## src/rtl/mem_stage_if.sv

```systemverilog
// Data-memory port bundle between the memory stage (master) and the data memory (slave).
// Request, address and write data flow to memory; read data and the one-cycle ack flow back.
interface mem_stage_if;
   logic        dmem_req;
   logic        dmem_we;
   logic [31:0] dmem_addr;
   logic [31:0] dmem_wdata;
   logic [31:0] dmem_rdata;
   logic        dmem_ack;

   modport master (
      output dmem_req, dmem_we, dmem_addr, dmem_wdata,
      input  dmem_rdata, dmem_ack
   );

   modport slave (
      input  dmem_req, dmem_we, dmem_addr, dmem_wdata,
      output dmem_rdata, dmem_ack
   );
endinterface

```

## src/rtl/mem_stage.sv

```systemverilog
// Pipeline memory stage: issues aligned loads/stores, stalls upstream until ack or timeout,
// and registers the selected writeback value, tag and control for the writeback stage.
module mem_stage #(
   parameter int unsigned TIMEOUT = 16
) (
   input  logic        clk,
   input  logic        reset,
   input  logic [4:0]  ctrl_mem,
   input  logic [31:0] rd_mem,
   input  logic [31:0] alu_result,
   input  logic [31:0] write_data1,
   input  logic [31:0] pc4_mem,
   mem_stage_if.master dmem,
   output logic        stall,
   output logic [2:0]  ctrl_wb,
   output logic [31:0] rd_wb,
   output logic [31:0] wb_data,
   output logic        misalign_err,
   output logic        bus_err
);

   localparam logic [7:0] TIMEOUT_C = 8'(TIMEOUT);

   typedef enum logic [0:0] {
      S_IDLE = 1'b0,
      S_WAIT = 1'b1
   } state_e;

   state_e      state_q, state_d;
   logic [7:0]  cnt_q, cnt_d;
   logic [2:0]  ctrl_wb_q, ctrl_wb_d;
   logic [31:0] rd_wb_q, rd_wb_d;
   logic [31:0] wb_data_q, wb_data_d;
   logic        misalign_q, misalign_d;
   logic        bus_err_q, bus_err_d;

   logic        memop_s;
   logic        req_s;
   logic        stall_s;
   logic        complete_s;
   logic        timeout_s;
   logic        misalign_s;
   logic [31:0] sel_data_s;

   assign memop_s = ctrl_mem[1] | ctrl_mem[0];

   assign dmem.dmem_req   = req_s;
   assign dmem.dmem_we    = ctrl_mem[1];
   assign dmem.dmem_addr  = alu_result;
   assign dmem.dmem_wdata = write_data1;

   assign stall        = stall_s;
   assign ctrl_wb      = ctrl_wb_q;
   assign rd_wb        = rd_wb_q;
   assign wb_data      = wb_data_q;
   assign misalign_err = misalign_q;
   assign bus_err      = bus_err_q;

   // Access sequencing: request, stall and exit decisions; reset masks every output.
   always_comb begin
      state_d    = state_q;
      cnt_d      = cnt_q;
      req_s      = 1'b0;
      stall_s    = 1'b0;
      complete_s = 1'b0;
      timeout_s  = 1'b0;
      misalign_s = 1'b0;
      case (state_q)
         S_IDLE: begin
            if (memop_s) begin
               if (alu_result[1:0] == 2'b00) begin
                  req_s = 1'b1;
                  if (dmem.dmem_ack) begin
                     complete_s = 1'b1;
                  end else begin
                     stall_s = 1'b1;
                     state_d = S_WAIT;
                     cnt_d   = 8'd1;
                  end
               end else begin
                  misalign_s = 1'b1;
               end
            end else begin
               cnt_d = 8'd0;
            end
         end
         S_WAIT: begin
            // The request is dropped in the timeout cycle so a late ack cannot complete it.
            if (cnt_q == TIMEOUT_C) begin
               timeout_s = 1'b1;
               state_d   = S_IDLE;
               cnt_d     = 8'd0;
            end else begin
               req_s = 1'b1;
               if (dmem.dmem_ack) begin
                  complete_s = 1'b1;
                  state_d    = S_IDLE;
                  cnt_d      = 8'd0;
               end else begin
                  stall_s = 1'b1;
                  cnt_d   = cnt_q + 8'd1;
               end
            end
         end
         default: begin
            state_d = S_IDLE;
            cnt_d   = 8'd0;
         end
      endcase
      if (reset) begin
         state_d    = S_IDLE;
         cnt_d      = 8'd0;
         req_s      = 1'b0;
         stall_s    = 1'b0;
         complete_s = 1'b0;
         timeout_s  = 1'b0;
         misalign_s = 1'b0;
      end else begin
         state_d = state_d;
      end
   end

   // Writeback selection and bubble insertion for stalled or faulted cycles.
   always_comb begin
      sel_data_s = alu_result;
      case (ctrl_mem[3:2])
         2'b01: begin
            if (complete_s && !ctrl_mem[1]) begin
               sel_data_s = dmem.dmem_rdata;
            end else begin
               sel_data_s = alu_result;
            end
         end
         2'b10:   sel_data_s = pc4_mem;
         default: sel_data_s = alu_result;
      endcase
      ctrl_wb_d  = ctrl_wb_q;
      rd_wb_d    = rd_wb_q;
      wb_data_d  = wb_data_q;
      misalign_d = misalign_s;
      bus_err_d  = timeout_s;
      if (stall_s || misalign_s || timeout_s) begin
         ctrl_wb_d = 3'b000;
      end else begin
         ctrl_wb_d = ctrl_mem[4:2];
         rd_wb_d   = rd_mem;
         wb_data_d = sel_data_s;
      end
   end

   // State, counter and writeback registers.
   always_ff @(posedge clk) begin
      if (reset) begin
         state_q    <= S_IDLE;
         cnt_q      <= 8'd0;
         ctrl_wb_q  <= 3'b000;
         rd_wb_q    <= 32'd0;
         wb_data_q  <= 32'd0;
         misalign_q <= 1'b0;
         bus_err_q  <= 1'b0;
      end else begin
         state_q    <= state_d;
         cnt_q      <= cnt_d;
         ctrl_wb_q  <= ctrl_wb_d;
         rd_wb_q    <= rd_wb_d;
         wb_data_q  <= wb_data_d;
         misalign_q <= misalign_d;
         bus_err_q  <= bus_err_d;
      end
   end

endmodule

```

## src/flat_wrapper.sv

```systemverilog
// flat-port wrapper written by rule: the top's interface ports become plain ports
module mem_stage_flat 
#(
   parameter int unsigned TIMEOUT = 16
)
  (clk, reset, ctrl_mem, rd_mem, alu_result, write_data1, pc4_mem, stall, ctrl_wb, rd_wb, wb_data, misalign_err, bus_err, dmem_dmem_req, dmem_dmem_we, dmem_dmem_addr, dmem_dmem_wdata, dmem_dmem_rdata, dmem_dmem_ack);
  mem_stage_if dmem_i ();
  input  logic clk;
  input  logic reset;
  input  logic [4:0] ctrl_mem;
  input  logic [31:0] rd_mem;
  input  logic [31:0] alu_result;
  input  logic [31:0] write_data1;
  input  logic [31:0] pc4_mem;
  output logic stall;
  output logic [2:0] ctrl_wb;
  output logic [31:0] rd_wb;
  output logic [31:0] wb_data;
  output logic misalign_err;
  output logic bus_err;
  output wire logic [$bits(dmem_i.dmem_req)-1:0] dmem_dmem_req;
  output wire logic [$bits(dmem_i.dmem_we)-1:0] dmem_dmem_we;
  output wire logic [$bits(dmem_i.dmem_addr)-1:0] dmem_dmem_addr;
  output wire logic [$bits(dmem_i.dmem_wdata)-1:0] dmem_dmem_wdata;
  input wire logic [$bits(dmem_i.dmem_rdata)-1:0] dmem_dmem_rdata;
  input wire logic [$bits(dmem_i.dmem_ack)-1:0] dmem_dmem_ack;
  assign dmem_dmem_req = dmem_i.dmem_req;
  assign dmem_dmem_we = dmem_i.dmem_we;
  assign dmem_dmem_addr = dmem_i.dmem_addr;
  assign dmem_dmem_wdata = dmem_i.dmem_wdata;
  assign dmem_i.dmem_rdata = dmem_dmem_rdata;
  assign dmem_i.dmem_ack = dmem_dmem_ack;
  mem_stage #(.TIMEOUT(TIMEOUT)) u_core (.clk(clk), .reset(reset), .ctrl_mem(ctrl_mem), .rd_mem(rd_mem), .alu_result(alu_result), .write_data1(write_data1), .pc4_mem(pc4_mem), .dmem(dmem_i), .stall(stall), .ctrl_wb(ctrl_wb), .rd_wb(rd_wb), .wb_data(wb_data), .misalign_err(misalign_err), .bus_err(bus_err));
endmodule
```

## config.mk

```make
export PLATFORM = sky130hd
export DESIGN_NAME = mem_stage_flat
export DESIGN_NICKNAME = d
export VERILOG_FILES = /design/src/rtl/mem_stage_if.sv /design/src/rtl/mem_stage.sv /design/src/flat_wrapper.sv
export SDC_FILE = /design/constraint.sdc
export NUM_CORES = 1
export LEC_CHECK = 0
export ABC_AREA = 1
export BUFFER_PORTS_ARGS = -buffer_cell sky130_fd_sc_hd__buf_4
export CAP_MARGIN = 20
export CORE_AREA = 2 2 120 122
export CTS_BUF_LIST = sky130_fd_sc_hd__clkbuf_16
export CTS_CLUSTER_DIAMETER = 150
export CTS_CLUSTER_SIZE = 25
export DETAILED_ROUTE_END_ITERATION = 8
export DIE_AREA = 0 0 122 124
export PLACE_DENSITY = 0.69
export SLEW_MARGIN = 20
export SYNTH_ARGS = -nofsm -noshare
export SYNTH_HDL_FRONTEND = slang
export SYNTH_SLANG_ARGS = --single-unit
```

## constraint.sdc

```tcl
create_clock -name clk -period 1.7 [get_ports clk]
set_input_delay 0.51 -clock clk [delete_from_list [all_inputs] [get_ports clk]]
set_output_delay 0.51 -clock clk [all_outputs]
set_load 0.005 [all_outputs]
```

### Word-level counts from Yosys, hierarchy flattened

Cells that the tools add are included.

* flip-flop bits (word level): 78
* logic and storage cells: 54
* bits of input ports: 168

* eq/ne operators: 5
* reduce and logical (&&, ||, !) cells: 7
* bitwise operators: 2
* $add $sub $neg: 1
* muxes and demuxes: 32

Operators by type and width (number)
* $pmux 32 s2: 1
* $mux 8: 5
* $mux 32: 1
* $mux 1: 21
* $pmux 8 s2: 1
* $add 8x1->8 const B: 1
* $eq 8x5->1 const B: 1
* $ne 3x3->1 const B: 2
* $pmux 1 s2: 3
* $eq 2x1->1 const B: 1
* $eq 2x2->1 const B: 1
* $logic_not 2->1: 1
* $logic_or 1x1->1: 2
* $reduce_and 2->1: 1
* $reduce_or 2->1: 1
* $logic_and 1x1->1: 1
* $logic_not 1->1: 1
* $not 1->1: 1
* $or 1x1->1: 1

### Logic depth before layout (Yosys ltp)

Gate-level depths: netlist (run 1).

* depth after elaboration: 8
* mapped depth: 12

### Worst setup path before layout (run 1)

Ideal clock, no wire load.

* path kind: in2reg
* start point: input port alu_result[0]
* end point: register u_core.wb_data_q[15], in the netlist u_core.wb_data[15]
* data arrival time: 1647 ps
* setup slack: -17 ps
* cell stages on the path: 9
* path buffers: 2
* setup time: 70 ps
* required time: 1630 ps
* cells stage by stage: nor2_1 > nand2_1 > a21oi_4 > nand2_1 > nor2_2 > nor2_4 > buf_6 > buf_4 > a21oi_1

RTL lines
* start: declaration: line flat_wrapper.sv:12 `input logic [31:0] alu_result;`
* $logic_not 2->1: line mem_stage.sv:71 `if (alu_result[1:0] == 2'b00) begin`
* $mux 1: line mem_stage.sv:71
* $mux 1: line mem_stage.sv:70 `if (memop_s) begin`
* $pmux 1 s2: line mem_stage.sv:68 `case (state_q)`
* $mux 1: line mem_stage.sv:110 `if (reset) begin`
* named net stall: line flat_wrapper.sv:15 `output logic stall;`
* $logic_or 1x1->1 (2 in series): line mem_stage.sv:142 `if (stall_s || misalign_s || timeout_s) begin`
* end signal: assignment: line mem_stage.sv:166 `wb_data_q <= wb_data_d;`
* end: declaration: line mem_stage.sv:33 `logic [31:0] wb_data_q, wb_data_d;`

The timed path passes the listed nets, and every way through them passes these cells.
A chain may end at the register's enable or synchronous reset.

### Worst setup path in the final report (run 1)

* start point: register u_core.cnt_q[1]
* end point: output port stall

* word-level cells in the longest chain between the ends: 4

Ends and longest elaborated chain
* start: declaration: line mem_stage.sv:30 `logic [7:0] cnt_q, cnt_d;`
* start signal: assignment: line mem_stage.sv:163 `cnt_q <= cnt_d;`
* $eq 8x5->1: line mem_stage.sv:89 `if (cnt_q == TIMEOUT_C) begin`
* $mux 1: line mem_stage.sv:89
* $pmux 1 s2: line mem_stage.sv:68
* $mux 1: line mem_stage.sv:110
* end: declaration: line flat_wrapper.sv:15

Every way passes these cells.

==> impl_metrics.yaml, run 1 <==
run_status:
  status: "complete, but fails checks"
  violations: "setup timing"
sta:
  grt_setup_unrepaired: "true"
  min_period_ns: 1.92
  setup_viol: 61
  worst_slew_pin_slew_ns: 0.356
  worst_slack_ns: -0.220
  clock_skew_ns: 0.0124
  fmax_mhz: 521
  hold_viol: 0
  fin_crit_sh: 1.13
  max_slew_margin: 0.761
  finalMaxSlewViolations: 0
cts:
  clkLatencyLatePin_ns: 0.34
  clock_path_buffers: 2
  htree_levels: 3
  cts_tree: "built"
  root_buffer: "clkbuf_16"
  holdBufCountCts: 0
  cts_made_buffers: 9
  clk_pin_slew_ns: 0.06
  cts.sinks: 78
synthesis:
  netlist_area_mm2: 0.00466
  synth_edf_count: 0
  synth_async_sr_flop_share: 0
  postSynthCellCount: 725
  yosys_warnings: 0
  yosysSeqAreaShare: 0.335
  synth_area_leader_cell: "dfxtp_1"
  yosysMostFrequentCell: "nand2_1"
  yosys_register_bits: 78
  synth_fp_nets: 897
  yosys-top-cells-area: "dfxtp_1 33%, nand2_1 12%, buf_4 11%"
  synth_cell_type_count: 24
  synth_top_area_share: 0.335
  ys_top_cells_by_count: "148 x nand2_1, 79 x nor2_1, 78 x dfxtp_1, 78 x inv_1, 71 x a21oi_1"
  synth_flop_cell: "dfxtp_1"
  synth.avg_cell_area_um2: 6.43
power_and_ir_drop:
  switchingPower_w: 0.00174
  p_clk_frac: 0.313
  combPwrFrac: 0.316
  swShare: 0.306
  p_seq_frac: 0.371
  p_leak_nw: 3.86
  power.density_mw_per_mm2: 739
  peakVddDrop_mv: 0.402
  power_w: 0.00568
  power.internal_w: 0.00394
place:
  gp_congestion: 0.840
  dpl-instance-area_mm2: 0.00647
  pre_cts_ws_ns: -0.301
  post-dp-hpwl_um: 11700
  portBuffers: 239
  post-place-cells: 1079
routing:
  drc: 0
  drt-total-wl_um: 18000
  wl_per_cell_um: 16.0
  dr.pass1.iters: 4
  first_iter_violations: 356
  ant_nets: 0
  routed_via_density: 4.86
  route.vias.total: 5460
grt:
  grt_overflow: 0
  grtUsageTotal: 0.213
  grt_max_degree: 53
  grt_pass1_vias: 4880
  antenna_found_initial: 0
  grt_pass1_wl_um: 24900
run:
  cap_violations: 0
floorplan:
  die_h_um: 124
  ios: 304
  dieArea_mm2: 0.0151
  initial_core_util: 0.340
  core_area_mm2: 0.0137
  die_x_um: 122
  core.rowCount: 43
critical_path:
  worst_path_largest_cell_delay_ns: 0.32
  cp_slowest_cell: "dfxtp_2"
  cp-start-kind: "flop"
  cp.arrival_ns: 1.41
  worst_setup_path_end_kind: "output pin"
  critPathKind: "reg2out"
  cp.required_ns: 1.19
  critical_path.max_fanout: 3
  path_cells: "inv_2 > ha_4 > nand2_2 > nor2_2 > nand3_2 > nand2_4 > nor2_4 > buf_6"
cells_and_area:
  drive_above_1_share: 0.458
  stdcell_count: 1123
  multiInputGateArea_mm2: 0.00252
  fill_cells: 1277
  design_area_mm2: 0.00768
  antenna_cells: 0
  layout.nets: 1110
  seqCellArea_mm2: 0.00157
  area_growth_pct: 64.7
hold_path:
  hold_class: "in2reg"
==> timing repair <==
| item | in CTS | in global routing |
|---|---|---|
| setup buffers | 15 | 3 |
| resized for setup | 109 | 96 |
| endpoints found under the hold margin | 0 | 0 |
| setup endpoints to repair | 69 | 76 |
| gates cloned | 7 | 6 |
| pin swaps | 16 | 20 |
==> placed cells by master (no fill, tap or decap), types with 3 or more instances in the layout <==
cell / count
o21ai_0: 12
buf_16: 6
inv_1: 74
buf_12: 13
a21oi_1: 58
o21ai_2: 32
dfxtp_1: 75
nand4_1: 34
nor2_2: 17
o21ai_1: 21
nor3_1: 4
dfxtp_2: 3
inv_2: 8
nor2_1: 48
nor2_4: 16
clkbuf_16: 14
buf_8: 5
o21ai_4: 3
buf_6: 9
a21oi_2: 12
buf_4: 275
nand3_1: 34
nand2_1: 145
==> worst paths after layout <==
| kind | startpoint | depth (start not counted) | slack, ns | end |
|---|---|---|---|---|
| worst max-delay path | u_core.cnt_q[1]$_SDFFE_PP0P_ | 8 | -0.22 | stall |
| worst min-delay path | rd_mem[31] | 3 | 0.38 | u_core.rd_wb[31]$_SDFFE_PP0N_ |
| worst max register to register | u_core.cnt_q[1]$_SDFFE_PP0P_ | 13 | -0.22 | u_core.rd_wb[23]$_SDFFE_PP0N_ |
| worst min register to register | u_core.rd_wb[2]$_SDFFE_PP0N_ | 2 | 0.50 | u_core.rd_wb[2]$_SDFFE_PP0N_ |
==> through the flow <==
step,utilization,hold WS (ns),setup TNS [ns]
2_1_floorplan,-,0.454,0
3_3_place_gp,0.471,0.461,-15.16
3_5_place_dp,0.471,0.477,-16.90
4_1_cts,0.527,0.376,-4.76
5_1_grt,0.560,0.384,-13.01
6_report,0.560,0.382,-6.95
==> layer usage <==
metal / track usage / share of wire / vias up
li1: - / - / 2700
met1: 0.265 / 0.42 / 2520
met2: 0.356 / 0.49 / 211
met3: 0.0499 / 0.064 / 29
met4: 0.0869 / 0.019 / 0
met5: 0 / 0 / -
==> area by class of cell <==
class	count	area share
timing repair buffer	313	0.363
multi-input combinational	453	0.327
sequential	78	0.204
clock buffer	9	0.0293
inverter	83	0.0415
clock inverter	7	0.00537
tap	180	0.0293
==> state kept, by name, summed over array words and instances, names as in the netlist <==
register	cells
u_core.cnt_q	8
u_core.ctrl_wb	3
u_core.wb_data	32
u_core.misalign_err	1
u_core.bus_err	1
u_core.state_q	1
u_core.rd_wb	32
==> logic make-up after synthesis <==
family | count (synthesis) | synth area share
DFF | 78 | 0.335
AOI/OAI and AO/OA | 141 | 0.155
buffers and inverters | 194 | 0.216
and+or+nand+nor | 307 | 0.281
adders and majority gates | 4 | 0.0107
xor gates and xnor gates | 1 | 0.00188
==> power by group through the flow <==
| stage | Sequential (W) | Clock, W | Combinational [W] |
|---|---|---|---|
| after global routing | 0.00212 | 0.00190 | 0.00193 |
| after floorplan | 0.00212 | 0 | 0.000680 |
| after global placement | 0.00211 | 0 | 0.00138 |
| after detailed placement | 0.00211 | 0 | 0.00140 |
| final | 0.00210 | 0.00178 | 0.00179 |
| after CTS | 0.00208 | 0.00181 | 0.00162 |
==> critical path: cells and delay by family (launching register included) <==
kind | cells | cell delay, ns
buffers and inverters | 2 | 0.18
flip-flops | 1 | 0.32
adder cells (fa/ha/maj) | 1 | 0.15
AND/OR/NAND/NOR | 5 | 0.43
Power figures use the tool's default switching activity.
==> run 2, diff against run 1 <==
--- a/config.mk
+++ b/config.mk
@@ -5,7 +5,6 @@
 export SDC_FILE = /design/constraint.sdc
 export NUM_CORES = 1
 export LEC_CHECK = 0
-export ABC_AREA = 1
 export BUFFER_PORTS_ARGS = -buffer_cell sky130_fd_sc_hd__buf_4
 export CAP_MARGIN = 20
 export CORE_AREA = 2 2 120 122
@@ -14,8 +13,9 @@
 export CTS_CLUSTER_SIZE = 25
 export DETAILED_ROUTE_END_ITERATION = 8
 export DIE_AREA = 0 0 122 124
-export PLACE_DENSITY = 0.69
+export PLACE_DENSITY = 0.65
 export SLEW_MARGIN = 20
 export SYNTH_ARGS = -nofsm -noshare
 export SYNTH_HDL_FRONTEND = slang
 export SYNTH_SLANG_ARGS = --single-unit
+export TNS_END_PERCENT = 50
==> impl_metrics.yaml, run 2 <==
critical_path:
  path_cells: "inv_2 > ha_4 > and4bb_1 > nand2_2 > nand2_4 > nor3_4 > buf_4"
  cp_slowest_cell: "dfxtp_2"
  r2r_setup_slack_ns: -0.31
  worst_setup_path_end_kind: "output pin"
  path_buf_inv: 2
  r2r_cells: 12
  worst_path_largest_cell_delay_ns: 0.33
  cp.required_ns: 1.19
  critPathKind: "reg2out"
  cp.arrival_ns: 1.53
  cp-start-kind: "flop"
  critical_path.max_fanout: 2
  cp.depth: 7
  path_delay_family: "simple AND/OR/NAND/NOR gates"
synthesis:
  yosysMostFrequentCell: "nand2_1"
  synth_async_sr_flop_share: 0
  ys_top_cells_by_count: "98 x nand2_1, 78 x dfxtp_1, 71 x buf_4"
  synth_cell_type_count: 39
  yosys_register_bits: 78
  synth_fp_nets: 637
  synth.avg_cell_area_um2: 8.98
  synth_flop_cell: "dfxtp_1"
  yosys-top-cells-area: "dfxtp_1 37%, buf_4 13%, nand2_1 8.8%"
  synth_top_area_share: 0.374
  postSynthCellCount: 465
  netlist_area_mm2: 0.00418
  synth_edf_count: 0
  yosysSeqAreaShare: 0.374
  synth_area_leader_cell: "dfxtp_1"
  yosys_warnings: 0
floorplan:
  initial_core_util: 0.305
  die_x_um: 122
  ios: 304
  core.rowCount: 43
  core_area_mm2: 0.0137
  die_h_um: 124
  dieArea_mm2: 0.0151
cells_and_area:
  final_common_cell: "buf_4"
  drive_above_1_share: 0.570
  antenna_cells: 0
  layout.nets: 844
  design_area_mm2: 0.00668
  mostFrequentLayoutCells: "268 x buf_4, 76 x dfxtp_1, 71 x nand2_1"
  area_growth_pct: 59.9
grt:
  antenna_found_initial: 0
  grt_pass1_wl_um: 20000
  grt_use_met3: 0.0417
  grt_pass1_vias: 4022
  busiest_layer: "met2"
  met1_usage: 0.185
  grt_overflow: 0
  grt_max_degree: 60
  grtUsageTotal: 0.172
  use_met2: 0.314
sta:
  hold_ws_ns: 0.397
  worst_slew_pin_slew_ns: 0.357
  setup_tns_ns: -13.65
  max_slew_margin: 0.760
  grt_setup_unrepaired: "true"
  min_period_ns: 2.04
  clock_skew_ns: 0.00872
  worst_slack_ns: -0.339
  fmax_mhz: 490
  finalMaxSlewViolations: 0
  fin_crit_sh: 1.20
  hold_viol: 0
  setup_viol: 67
routing:
  dr.pass1.iters: 4
  drc: 0
  drt-total-wl_um: 15000
  routed_via_density: 4.77
  wl_per_cell_um: 17.5
  route.vias.total: 4091
  ant_nets: 0
  first_iter_violations: 149
cts:
  root_buffer: "clkbuf_16"
  clk_pin_slew_ns: 0.06
  holdBufCountCts: 0
  htree_levels: 3
  cts.sinks: 78
  cts_tree: "built"
  cts_made_buffers: 9
  clock_path_buffers: 2
  clkLatencyLatePin_ns: 0.35
power_and_ir_drop:
  peakVddDrop_mv: 0.409
  p_leak_nw: 3.09
  power.density_mw_per_mm2: 763
  power_w: 0.00510
run:
  cap_violations: 0
hold_path:
  min_path_cells: 3
  hold_class: "in2reg"
place:
  gp_congestion: 0.849
  pre_cts_ws_ns: -0.312
  portBuffers: 239
  dpl-instance-area_mm2: 0.00596
  post-dp-hpwl_um: 10500
run_status:
  violations: "setup timing"
  status: "complete, but fails checks"
[run 2: final cells by class]
type	instances	area, µm²
fill	1319	7040
timing repair buffer	292	2450
multi-input combinational	286	2150
sequential	78	1560
clock buffer	9	225
tap	180	225
clock inverter	7	50.0
inverter	5	18.8
[run 2: cell families (layout without fill, tap and decap cells)]
logic type	count (synthesis)	after routing	synth area share
multiplexers	32	32	0.0767
XOR/XNOR	5	5	0.0105
AND/OR/NAND/NOR	165	165	0.165
flip-flops	78	78	0.374
AO/OA/AOI/OAI	80	80	0.198
adder cells (fa/ha/maj)	4	4	0.0120
buffers and inverters	101	313	0.164
[run 2: worst paths after layout]
path | start | end
worst max-delay path | u_core.cnt_q[0]$_SDFFE_PP0P_ | stall
worst min-delay path | rd_mem[11] | u_core.rd_wb[11]$_SDFFE_PP0N_
worst max register to register | u_core.cnt_q[1]$_SDFFE_PP0P_ | u_core.wb_data[5]$_SDFFE_PP0N_
worst min register to register | u_core.rd_wb[5]$_SDFFE_PP0N_ | u_core.rd_wb[5]$_SDFFE_PP0N_
[run 2: through the flow]
| step | std cells | utilization |
|---|---|---|
| final | 857 | 0.487 |
| after global routing | 857 | 0.487 |
| after CTS | 846 | 0.464 |
| after detailed placement | 825 | 0.434 |
| after global placement | 825 | 0.434 |
| after floorplan | 465 | - |
[run 2: power by group]
part	total, W	internal [W]	switching, W
Sequential	0.00202	0.00195	0.0000682
Clock	0.00180	0.000990	0.000812
Combinational	0.00128	0.000741	0.000540
Total	0.00510	0.00368	0.00142
[run 2: what timing repair did]
action / in CTS / in global routing
pin swaps: 4 / 16
endpoints found under the setup margin: 38 / 71
cloned: 0 / 6
setup buffers: 5 / 6
resized for setup: 18 / 44
[run 2: layer usage]
layer  vias to the layer above  routed length, µm
li1                       1943                  -
met5                         -                  0
met2                       180               7770
met1                      1938               5620
met3                        30               1150
met4                         0                439
[run 2: worst reg2reg max path, delay by kind of cell, from the launching register on]
family | cells | cell delay (ns)
flops | 1 | 0.32
fa+ha+maj | 1 | 0.12
compound gates | 2 | 0.34
buf+inv | 6 | 0.75
simple gates | 3 | 0.40
